## src/rtl/mdr_load_ctrl_pkg.sv

```systemverilog
`default_nettype none
// ============================================================================
//  Module      : pkg_system_mdr
//  Description : Shared types and constants for the MDR input-side sequencer:
//                FSM state encoding, opcode decode values, demux selector
//                codes and the default data word width.
//  Revision    : 1.0 - initial release
// ============================================================================
package pkg_system_mdr;

    localparam int DDW_DEFAULT = 16;

    // Demux selector codes; the all-ones code is never driven.
    localparam int SEL_OP = 0;
    localparam int SEL_X  = 1;
    localparam int SEL_Y  = 2;

    typedef enum logic [2:0] {
        IDLE      = 3'd0,
        WAIT_X    = 3'd1,
        WAIT_Y    = 3'd2,
        START     = 3'd3,
        WAIT_DONE = 3'd4
    } state_e;

    typedef enum logic [1:0] {
        OP_MUL  = 2'b00,
        OP_DIV  = 2'b01,
        OP_ROOT = 2'b10,
        OP_INV  = 2'b11
    } opcode_e;

endpackage
`default_nettype wire

```

## src/rtl/mdr_timeout_cnt.sv

```systemverilog
`default_nettype none
// ============================================================================
//  Module      : mdr_timeout_cnt
//  Description : Watchdog counter with synchronous clear and count enable.
//                Saturates at TIMEOUT-1 and flags expiry while there.
//  Ports       : clk       - rising-edge clock
//                rst       - synchronous active-high reset
//                i_clr     - clear count to zero
//                i_en      - advance count by one
//                o_expired - count has reached TIMEOUT-1
//  Revision    : 1.0 - initial release
// ============================================================================
module mdr_timeout_cnt #(
    parameter int TIMEOUT = 64
) (
    input  logic clk,
    input  logic rst,
    input  logic i_clr,
    input  logic i_en,
    output logic o_expired
);

    localparam int            CW     = (TIMEOUT > 1) ? $clog2(TIMEOUT) : 1;
    localparam logic [CW-1:0] c_LAST = CW'(TIMEOUT - 1);

    logic [CW-1:0] r_cnt;

    always_ff @(posedge clk) begin
        if (rst || i_clr) begin
            r_cnt <= '0;
        end else if (i_en && (r_cnt != c_LAST)) begin
            r_cnt <= r_cnt + 1'b1;
        end
    end

    assign o_expired = (r_cnt == c_LAST);

endmodule
`default_nettype wire

```

## src/rtl/mdr_load_ctrl.sv

```systemverilog
`default_nettype none
// ============================================================================
//  Module      : mdr_load_ctrl
//  Description : Input-side sequencer for the multiply/divide/root datapath.
//                Takes opcode, X and (except ROOT) Y words over valid/ready,
//                steers each into the demux with a one-cycle load strobe,
//                pulses start to the core and waits for done under a
//                watchdog. All outputs are registered.
//  Ports       : clk, rst        - clock, synchronous active-high reset
//                i_data/i_valid  - incoming word and its valid
//                o_ready         - word accepted on i_valid && o_ready
//                o_bus/o_sltr    - word and selector to the demux
//                o_load          - destination captures o_bus
//                o_start         - one-cycle start pulse to the core
//                i_done          - core finished (level or pulse)
//                o_busy          - opcode accepted, not yet back in IDLE
//                o_error         - sticky error (bad opcode, /0, timeout)
//  Revision    : 1.0 - initial release
// ============================================================================
module mdr_load_ctrl
    import pkg_system_mdr::*;
#(
    parameter int DDW     = DDW_DEFAULT,
    parameter int MUX_SEL = 2,
    parameter int TIMEOUT = 64
) (
    input  logic               clk,
    input  logic               rst,
    input  logic [DDW-1:0]     i_data,
    input  logic               i_valid,
    output logic               o_ready,
    output logic [DDW-1:0]     o_bus,
    output logic [MUX_SEL-1:0] o_sltr,
    output logic               o_load,
    output logic               o_start,
    input  logic               i_done,
    output logic               o_busy,
    output logic               o_error
);

    state_e             r_state;
    opcode_e            r_op;
    logic               r_ready;
    logic [DDW-1:0]     r_bus;
    logic [MUX_SEL-1:0] r_sltr;
    logic               r_load;
    logic               r_start;
    logic               r_busy;
    logic               r_error;

    logic    w_xfer;
    opcode_e w_opc;
    logic    w_expired;

    assign w_xfer = i_valid && r_ready;
    assign w_opc  = opcode_e'(i_data[1:0]);

    // Counter is cleared while in START so it reads 0 on the o_start cycle.
    mdr_timeout_cnt #(
        .TIMEOUT (TIMEOUT)
    ) u_wdog (
        .clk       (clk),
        .rst       (rst),
        .i_clr     (r_state == START),
        .i_en      (r_state == WAIT_DONE),
        .o_expired (w_expired)
    );

    // o_ready is registered, so it is set on every transition into (or
    // stay in) IDLE/WAIT_X/WAIT_Y and cleared on the move into START.
    always_ff @(posedge clk) begin
        if (rst) begin
            r_state <= IDLE;
            r_op    <= OP_MUL;
            r_ready <= 1'b0;
            r_bus   <= '0;
            r_sltr  <= '0;
            r_load  <= 1'b0;
            r_start <= 1'b0;
            r_busy  <= 1'b0;
            r_error <= 1'b0;
        end else begin
            r_load  <= 1'b0;
            r_start <= 1'b0;
            case (r_state)
                IDLE: begin
                    r_ready <= 1'b1;
                    if (w_xfer) begin
                        if (w_opc == OP_INV) begin
                            r_error <= 1'b1;
                        end else begin
                            r_error <= 1'b0;
                            r_busy  <= 1'b1;
                            r_op    <= w_opc;
                            r_load  <= 1'b1;
                            r_sltr  <= MUX_SEL'(SEL_OP);
                            r_bus   <= i_data;
                            r_state <= WAIT_X;
                        end
                    end
                end
                WAIT_X: begin
                    if (w_xfer) begin
                        r_load <= 1'b1;
                        r_sltr <= MUX_SEL'(SEL_X);
                        r_bus  <= i_data;
                        if (r_op == OP_ROOT) begin
                            r_ready <= 1'b0;
                            r_state <= START;
                        end else begin
                            r_state <= WAIT_Y;
                        end
                    end
                end
                WAIT_Y: begin
                    if (w_xfer) begin
                        if ((r_op == OP_DIV) && (i_data == '0)) begin
                            // Divide by zero: abort before loading Y.
                            r_error <= 1'b1;
                            r_busy  <= 1'b0;
                            r_state <= IDLE;
                        end else begin
                            r_load  <= 1'b1;
                            r_sltr  <= MUX_SEL'(SEL_Y);
                            r_bus   <= i_data;
                            r_ready <= 1'b0;
                            r_state <= START;
                        end
                    end
                end
                START: begin
                    r_start <= 1'b1;
                    r_state <= WAIT_DONE;
                end
                WAIT_DONE: begin
                    // Done takes priority over a simultaneous expiry.
                    if (i_done) begin
                        r_busy  <= 1'b0;
                        r_ready <= 1'b1;
                        r_state <= IDLE;
                    end else if (w_expired) begin
                        r_error <= 1'b1;
                        r_busy  <= 1'b0;
                        r_ready <= 1'b1;
                        r_state <= IDLE;
                    end
                end
                default: begin
                    r_ready <= 1'b0;
                    r_state <= IDLE;
                end
            endcase
        end
    end

    assign o_ready = r_ready;
    assign o_bus   = r_bus;
    assign o_sltr  = r_sltr;
    assign o_load  = r_load;
    assign o_start = r_start;
    assign o_busy  = r_busy;
    assign o_error = r_error;

endmodule
`default_nettype wire

```

## config.mk

```make
export PLATFORM = sky130hd
export DESIGN_NAME = mdr_load_ctrl
export DESIGN_NICKNAME = d
export VERILOG_FILES = /design/src/rtl/mdr_load_ctrl_pkg.sv /design/src/rtl/mdr_timeout_cnt.sv /design/src/rtl/mdr_load_ctrl.sv
export SDC_FILE = /design/constraint.sdc
export NUM_CORES = 1
export LEC_CHECK = 0
export CORE_MARGIN = 2
export CORE_UTILIZATION = 47
export CTS_CLUSTER_DIAMETER = 60
export DETAILED_ROUTE_END_ITERATION = 8
export PLACE_DENSITY_LB_ADDON = 0.1
export SLEW_MARGIN = 20
export SYNTH_ARGS = -nofsm -noshare
export SYNTH_HDL_FRONTEND = slang
export SYNTH_HIERARCHICAL = 1
export SYNTH_SLANG_ARGS = --single-unit
```

## constraint.sdc

```tcl
create_clock -name clk -period 2.2 [get_ports clk]
set_input_delay 0.44 -clock clk [delete_from_list [all_inputs] [get_ports clk]]
set_output_delay 0.44 -clock clk [all_outputs]
set_load 0.03 [all_outputs]
```

# Word level (Yosys, flattened, before mapping)
# Cells that the tools add are included.
[totals] ff_bits=34 out_inout_bits=23 elab_cells=94
[op_classes] add_sub_neg=1 n_eq_ne=19 muxes=48 bitwise_logic=2 reduce_logical=14
[op_table] operator="$mux W16" n=5
[op_table] operator="$pmux W16 S3" n=1
[op_table] operator="$mux W1" n=24
[op_table] operator="$reduce_and A6 Y1" n=4
[op_table] operator="$mux W3" n=6
[op_table] operator="$ne A2 B2 Y1 const B" n=9
[op_table] operator="$logic_not A16 Y1" n=1
[op_table] operator="$pmux W3 S5" n=1
[op_table] operator="$mux W2" n=6
[op_table] operator="$pmux W1 S3" n=3
[op_table] operator="$add A6 B1 Y6 const B" n=1
[op_table] operator="$eq A3 B2 Y1 const B" n=2
[op_table] operator="$eq A6 B6 Y1 const B" n=1
[op_table] operator="$ne A6 B6 Y1 const B" n=1
[op_table] operator="$pmux W2 S3" n=1
[op_table] operator="$reduce_bool A3 Y1" n=2
[op_table] operator="$pmux W1 S5" n=1
[op_table] operator="$reduce_and A5 Y1" n=1
[op_table] operator="$eq A2 B2 Y1 const B" n=2
[op_table] operator="$eq A3 B1 Y1 const B" n=1
[op_table] operator="$eq A3 B3 Y1 const B" n=1
[op_table] operator="$logic_and A1 B1 Y1" n=3
[op_table] operator="$logic_not A3 Y1" n=1
[op_table] operator="$ne A3 B3 Y1 const B" n=1
[op_table] operator="other kinds (4)" n=5

# Longest topological paths before layout
# Gate-level depths: netlist of run 1.
[depth] word_depth=5 mapped_depth=8 depth_no_buf=8

# Cells and area by module
# Netlist of run 1, hierarchy kept.
[modules_own_cells] module="mdr_load_ctrl" n_inst=1 cells_each=136 area_per_inst_um2=1255.0
[modules_own_cells] module="mdr_timeout_cnt" n_inst=1 cells_each=32 area_per_inst_um2=299.0

# Least setup slack after synthesis of run 1
# OpenSTA, ideal clock, no wires.
[synth_path] kind="register to register" start="reg r_ready, in the netlist o_ready" end="reg r_sltr[1], in the netlist o_sltr[1]" t_arrival_ps=1638 setup_slack_ps=435 stages_incl_launch_ff=8 n_path_buf=2 path_cell_list="dfxtp_1 nand2_1 a2111oi_4 o21ai_2 buf_6 buf_12 a32oi_1 nor2_1"
[synth_via] elab_chain_len=3 word_cells_on_any_way=5 classes_between="eq/ne (3); reduce/logical (2)"
[synth_rtl] element="from (decl)" line="mdr_load_ctrl.sv:43" source="logic r_ready;"
[synth_rtl] element="from (signal assigned)" line="mdr_load_ctrl.sv:75" source="r_ready <= 1'b0;"
[synth_rtl] element="from (signal assigned)" line="mdr_load_ctrl.sv:87" source="r_ready <= 1'b1;"
[synth_rtl] element="from (signal assigned)" line="mdr_load_ctrl.sv:108" source="r_ready <= 1'b0;"
[synth_rtl] element="$logic_and A1 B1 Y1 *" line="mdr_load_ctrl.sv:55" source="assign w_xfer = i_valid && r_ready;"
[synth_rtl] element="$ne A2 B2 Y1 (no line)"
[synth_rtl] element="$reduce_and A6 Y1 (no line) *"
[synth_rtl] element="to (signal assigned)" line="mdr_load_ctrl.sv:96" source="r_sltr <= MUX_SEL'(SEL_OP);"
[synth_rtl] element="to (signal assigned)" line="mdr_load_ctrl.sv:105" source="r_sltr <= MUX_SEL'(SEL_X);"
[synth_rtl] element="to (signal assigned)" line="mdr_load_ctrl.sv:124" source="r_sltr <= MUX_SEL'(SEL_Y);"
[synth_rtl] element="to (decl)" line="mdr_load_ctrl.sv:45" source="logic [MUX_SEL-1:0] r_sltr;"
# Every way passes the cells marked *; elsewhere a longest branch is shown, timed or not.
# A chain may end at the register's enable or synchronous reset.

# Final worst setup path of run 1
[layout_path] start="in i_data[2]" end="reg r_state[0]"
[layout_via] elab_chain_len=5
[layout_rtl] element="from (decl)" line="mdr_load_ctrl.sv:29" source="input logic [DDW-1:0] i_data,"
[layout_rtl] element="$logic_not A16 Y1" line="mdr_load_ctrl.sv:117" source="if ((r_op == OP_DIV) && (i_data == '0)) begin"
[layout_rtl] element="$logic_and A1 B1 Y1" line="mdr_load_ctrl.sv:117"
[layout_rtl] element="$mux W2" line="mdr_load_ctrl.sv:117"
[layout_rtl] element="$mux W3" line="mdr_load_ctrl.sv:116" source="if (w_xfer) begin"
[layout_rtl] element="$pmux W3 S5" line="mdr_load_ctrl.sv:85" source="case (r_state)"
[layout_rtl] element="to (signal assigned)" line="mdr_load_ctrl.sv:98" source="r_state <= WAIT_X;"
[layout_rtl] element="to (signal assigned)" line="mdr_load_ctrl.sv:121" source="r_state <= IDLE;"
[layout_rtl] element="to (signal assigned)" line="mdr_load_ctrl.sv:127" source="r_state <= START;"
[layout_rtl] element="to (decl)" line="mdr_load_ctrl.sv:41" source="state_e r_state;"
# No other way between the ends. The select of a mux whose other input is x is not followed.

==> out/metrics.csv, run 1 <==
metric,value,unit
via count,1404,
"commonest non-fill, non-tap cell in the layout",clkdlybuf4s50_1,
area growth from synthesis to layout,35.7,%
first-pass GRT wire length,5.66,mm
crit-path max FO,4,
P per Cell Area,606,mW/mm2
Num Clock Sinks,34,
GRT Residual Overflow,0,
Least-Margin Pin Slew,0.462,ns
largest net degree at the start of global routing,16,
clock root buffer,clkbuf_4,
Global Route met1 Usage,22.6,%
total setup buffers inserted after CTS,0,
GR peak layer,met2,
Final Hold Vio Count,0,
maxcap violations,0,
hpwl dp,2.67,mm
Setup crit start kind,input port,
DR vias/cell,5.32,
setup_tns,0,ns
die extent in y,61.5,um
Cells after Synth,168,
ant diodes,0,
share of post-route cells with drive strength above 1,11.8,%
RSZ-0062 raised after global routing,false,
final setup vio count,0,
outcome,"complete, no violations",
#FFs+latches synth,34,
GR Util All Layers,20.2,%
die width,61.5,um
mean post-synth cell area,9.25,um2
Worst VDD drop,0.000416,V
GRT met2 Usage,35.5,%
DRT Wirelength,3.49,mm
post_cts resized,0,
clk_skew,0.00495,ns
Clock Latency Late Sink,0.34,ns
Port-buffer cells,42,
initial antenna violation count,0,
routed length per instance,13.2,um
FILL cells,273,
synthesized area,0.00155,mm2
P_leak,0.872,nW
full die area,0.00378,mm2
global routing usage on met3,4.83,%
CP endpoint kind,register,
Synth Warn #,6,
Initial Utilization,50.1,%
Core Area,0.00310,mm2
hold depth,2,
kind of critical path,in -> reg,
fmax,530,MHz
Rel. slew slack,69.2,%
most frequent cells in the layout,"clkdlybuf4s50_1, dfxtp_1, nor2_1",
Yosys cell types,42,
DR DRC count,0,
fin. max-slew vios,0,
CTS tree,yes,
fin crit share,85.8,%
FP Rows,20,
CTS Buffer Depth,2,
min Tclk post-route,1.89,ns
hold_buf cts,0,
Antenna Nets Post-Route,0,
CTS H-tree depth,2,
Reg2Reg Depth,5,
hold crit path type,reg -> reg,
syn nets,189,
worst path required time,2.41,ns
First DRT Iteration DRCs,48,
CP arrival,2.09,ns
number of global-route vias before repair,1338,
I/O Pins,43,
fin nets,240,
CTS buffer count,5,
"CTS clk-pin slew, worst paths",0.10,ns
sequential area share after synthesis,43.8,%
Final Util,67.9,%
GPL Wtd Cong,0.868,
drt first pass iters,4,
==> cell type report <==
cell class	instances	area, um2	area share, %
multi-input cells	118	787	37.3
flip-flops and latches	34	681	32.3
repair buffers	52	495	23.5
clock buffers	7	55.1	2.61
well taps	44	55.1	2.61
inverters	8	30.0	1.42
clock inverters	1	5.00	0.237
==> final timing paths <==
kind	start	slack, ns	to
setup / recovery	i_data[2]	0.31	r_state[0]
hold / removal	o_sltr[0]	0.48	o_sltr[0]
setup reg to reg	r_state[1]	0.35	u_wdog/r_cnt[5]
hold reg to reg	o_sltr[0]	0.48	o_sltr[0]
==> routing by layer <==
layer / vias up / part of all wire [%] / wire length (um)
met5: - / 0 / 0
met4: 0 / 2.3 / 81
met3: 8 / 5.3 / 184
met2: 39 / 49 / 1690
met1: 645 / 44 / 1530
li1: 712 / - / -
==> stage by stage <==
step / cells / total power [mW] / hold WS, ns / setup WS (ns) / area (um2)
4_1_cts: 264 / 1.29 / 0.482 / 0.313 / 2110
2_1_floorplan: 168 / 0.821 / 0.452 / 0.435 / 1550
3_5_place_dp: 256 / 0.931 / 0.468 / -0.0546 / 2050
5_1_grt: 264 / 1.34 / 0.508 / 0.186 / 2110
6_report: 264 / 1.28 / 0.478 / 0.313 / 2110
3_3_place_gp: 256 / 0.926 / 0.464 / -0.0133 / 2050
==> Yosys cell counts <==
library cell | n | share of area [%]
o211ai_1 | 1 | 0.48
a31oi_1 | 4 | 1.6
nand3b_1 | 2 | 0.97
and3_4 | 1 | 0.72
nor4b_1 | 1 | 0.56
o31ai_1 | 1 | 0.48
a21o_2 | 1 | 0.56
nand2b_1 | 2 | 0.81
nand2_1 | 10 | 2.4
nand3_1 | 5 | 1.6
nor3_1 | 3 | 0.97
buf_12 | 1 | 1.3
a2111oi_4 | 1 | 1.8
or3_1 | 3 | 1.2
a32oi_1 | 1 | 0.56
and4bb_1 | 1 | 0.81
clkbuf_1 | 4 | 0.97
a311oi_1 | 2 | 1.1
nor4_2 | 1 | 0.81
nor2_1 | 28 | 6.8
or2_2 | 2 | 0.81
o21ai_2 | 1 | 0.56
or4_1 | 1 | 0.48
o21ai_0 | 5 | 1.6
inv_1 | 8 | 1.9
nand4_1 | 1 | 0.40
buf_6 | 1 | 0.72
a211oi_1 | 1 | 0.48
nor4b_2 | 1 | 0.97
a21oi_1 | 5 | 1.6
and3_2 | 1 | 0.48
ha_1 | 1 | 0.81
a2111oi_1 | 1 | 0.64
mux2i_1 | 20 | 13
nor3b_1 | 1 | 0.48
o41a_1 | 1 | 0.72
dfxtp_1 | 34 | 44
a2111oi_0 | 1 | 0.56
nor4_1 | 4 | 1.6
buf_2 | 2 | 0.64
o21a_1 | 1 | 0.48
and2_1 | 2 | 0.81
==> registers in the layout (all words and copies together), names as in the netlist <==
register / count
o_bus: 16
o_busy: 1
o_error: 1
o_load: 1
o_ready: 1
o_sltr: 2
o_start: 1
r_op: 2
r_state: 3
u_wdog/r_cnt: 6
==> logic make-up after synthesis <==
group                    Yosys count  synth area share (%)
AO/OA/AOI/OAI                     27                  13.3
adder cells (fa/ha/maj)            1                 0.805
buffers and inverters             16                  5.56
flip-flops                        34                  43.8
multiplexers                      20                  12.9
AND/OR/NAND/NOR                   70                  23.7
==> worst max-delay path, cell delays in order <==
cell	delay, ns
clkdlybuf4s50_1	0.42
nor4_1	0.33
nand3_1	0.20
or2_2	0.37
a211oi_1	0.24
a2111oi_0	0.09
==> where the power goes <==
part	internal [mW]	total, mW	switching (mW)	leakage [nW]
Clock	0.155	0.361	0.207	0.0353
Combinational	0.124	0.252	0.128	0.560
Sequential	0.643	0.665	0.0220	0.276
Power figures use the tool's default switching activity.
==> run 2, diff against run 1 <==
--- a/config.mk
+++ b/config.mk
@@ -10,7 +10,8 @@
 export CTS_CLUSTER_DIAMETER = 60
 export DETAILED_ROUTE_END_ITERATION = 8
 export PLACE_DENSITY_LB_ADDON = 0.1
-export SLEW_MARGIN = 20
+export SKIP_CTS_REPAIR_TIMING = 1
+export SLEW_MARGIN = 30
 export SYNTH_ARGS = -nofsm -noshare
 export SYNTH_HDL_FRONTEND = slang
 export SYNTH_HIERARCHICAL = 1
==> results of run 2 <==
No change in the layout: final DEF, timing and power equal those of run 1.
==> run 3, diff against run 2 <==
--- a/config.mk
+++ b/config.mk
@@ -5,7 +5,7 @@
 export SDC_FILE = /design/constraint.sdc
 export NUM_CORES = 1
 export LEC_CHECK = 0
-export CORE_MARGIN = 2
+export CORE_MARGIN = 5
 export CORE_UTILIZATION = 47
 export CTS_CLUSTER_DIAMETER = 60
 export DETAILED_ROUTE_END_ITERATION = 8
==> out/metrics.csv, run 3 (synthesized netlist as in run 1, its figures left out) <==
metric,value,unit,change
outcome,"complete, no violations",,unchanged
RSZ-0062 raised after global routing,false,,unchanged
Setup crit start kind,register,,was input port
crit-path max FO,12,,was 4
Worst Min Path Start,o_sltr[0],,unchanged
CTS buffer count,5,,unchanged
Initial Utilization,50.1,%,unchanged
hpwl dp,2.81,mm,was 2.67 mm
Antenna Nets Post-Route,0,,unchanged
CTS Buffer Depth,2,,unchanged
First DRT Iteration DRCs,98,,was 48
share of post-route cells with drive strength above 1,10.6,%,was 11.8%
hold crit path type,reg -> reg,,unchanged
worst path required time,2.44,ns,was 2.41 ns
Port-buffer cells,42,,unchanged
full die area,0.00456,mm2,was 0.00378 mm2
Layout Cells excl Fill,260,,was 264
WHS Endpoint,o_sltr[0],,unchanged
area growth from synthesis to layout,34.1,%,was 35.7%
DR vias/cell,5.38,,was 5.32
worst hold margin,0.492,ns,was 0.478 ns
min Tclk post-route,1.97,ns,was 1.89 ns
FP Rows,20,,unchanged
GPL Wtd Cong,0.824,,was 0.868
ant diodes,0,,unchanged
Num Clock Sinks,34,,unchanged
Clock Latency Late Sink,0.33,ns,was 0.34 ns
GRT Residual Overflow,0,,unchanged
CTS H-tree depth,2,,unchanged
DR DRC count,0,,unchanged
P_leak,0.857,nW,was 0.872 nW
kind of critical path,reg -> reg,,was in -> reg
initial antenna violation count,0,,unchanged
Least-Margin Pin Slew,0.472,ns,was 0.462 ns
drt first pass iters,4,,unchanged
GR Util All Layers,18.1,%,was 20.2%
die width,67.5,um,was 61.5 um
Reg2Reg Depth,5,,unchanged
final setup vio count,0,,unchanged
routed length per instance,14.3,um,was 13.2 um
CP arrival,2.21,ns,was 2.09 ns
largest net degree at the start of global routing,25,,was 16
first-pass GRT wire length,6.15,mm,was 5.66 mm
fin. max-slew vios,0,,unchanged
RR Startpoint,r_state[1],,unchanged
Worst VDD drop,0.000471,V,was 0.000416 V
CTS tree,yes,,unchanged
I/O Pins,43,,unchanged
number of global-route vias before repair,1403,,was 1338
fin crit share,89.7,%,was 85.8%
via count,1399,,was 1404
die extent in y,67.5,um,was 61.5 um
clock root buffer,clkbuf_4,,unchanged
DRT Wirelength,3.72,mm,was 3.49 mm
max reg flops,16,,unchanged
"CTS clk-pin slew, worst paths",0.10,ns,about the same
fin nets,238,,was 240
most frequent cells in the layout,"clkdlybuf4s50_1, dfxtp_1, nor2_1",,unchanged
"commonest non-fill, non-tap cell in the layout",clkdlybuf4s50_1,,unchanged
Final Hold Vio Count,0,,unchanged
R2R setup slack,0.23,ns,was 0.35 ns
Core Area,0.00310,mm2,unchanged
hold depth,2,,unchanged
clk_skew,0.00316,ns,was 0.00495 ns
dpl cells,254,,was 256
maxcap violations,0,,unchanged
Rel. slew slack,68.5,%,was 69.2%
FILL cells,286,,was 273
P per Cell Area,605,mW/mm2,was 606 mW/mm2
register area,681,um2,unchanged
R2R Path End,u_wdog/r_cnt[5],,unchanged
Multi-input gate area,787,um2,unchanged
CP endpoint kind,register,,unchanged
fmax,507,MHz,was 530 MHz
-- run 3: changes by cell type in the layout (fill, tap and decap cells not counted) --
| cell | delta |
|---|---|
| buf_4 | -2 |
| clkbuf_1 | -1 |
| clkinv_2 | -1 |
-- run 3: per-stage QoR --
| step | TNS [ns] | power, mW | instance area (um2) | utilization (%) | worst slack (ns) |
|---|---|---|---|---|---|
| 4_1_cts | 0 | 1.27 | 2080 | 67.2 | 0.276 |
| 3_3_place_gp | -0.0742 | 0.925 | 2030 | 65.5 | -0.0383 |
| 6_report | 0 | 1.26 | 2080 | 67.2 | 0.227 |
| 2_1_floorplan | 0 | 0.821 | 1550 | - | 0.435 |
| 5_1_grt | 0 | 1.32 | 2080 | 67.2 | 0.184 |
| 3_5_place_dp | -0.216 | 0.930 | 2030 | 65.5 | -0.0440 |
-- run 3: layer usage --
| metal | part of all wire [%] | track usage [%] | wire [um] |
|---|---|---|---|
| met1 | 41 | 19.9 | 1530 |
| met2 | 50 | 31.6 | 1860 |
| met3 | 7.0 | 5.66 | 259 |
| met4 | 1.8 | 8.35 | 66 |
| met5 | 0 | 0 | 0 |
-- run 3: how the worst max path moves through the flow --
stage                from         endpoint  cells past startpoint
4_1_cts        r_state[1]  u_wdog/r_cnt[5]                      5
3_3_place_gp    i_data[2]          o_ready                      6
3_5_place_dp    i_data[1]        o_bus[11]                      7
2_1_floorplan     o_ready        o_sltr[1]                      7
5_1_grt        r_state[1]  u_wdog/r_cnt[5]                      5
6_report       r_state[1]  u_wdog/r_cnt[5]                      5
-- run 3: critical path: stages, from the launching register on --
cell	delay, ns
dfxtp_1	0.45
nor2_1	0.34
and2_1	0.30
nand4_1	0.22
o41a_1	0.38
o21a_1	0.19
-- run 3: area by class of cell --
class	count	area share, %
clock buffer	6	2.46
timing repair buffer	50	23.0
tap	44	2.64
multi-input combinational	118	37.8
sequential	34	32.7
inverter	8	1.44
-- run 3: power by group --
group | total [mW] | internal (mW) | switching, mW | leakage, nW
registers | 0.665 | 0.643 | 0.0218 | 0.276
clock network | 0.344 | 0.144 | 0.200 | 0.0302
logic | 0.252 | 0.122 | 0.130 | 0.550
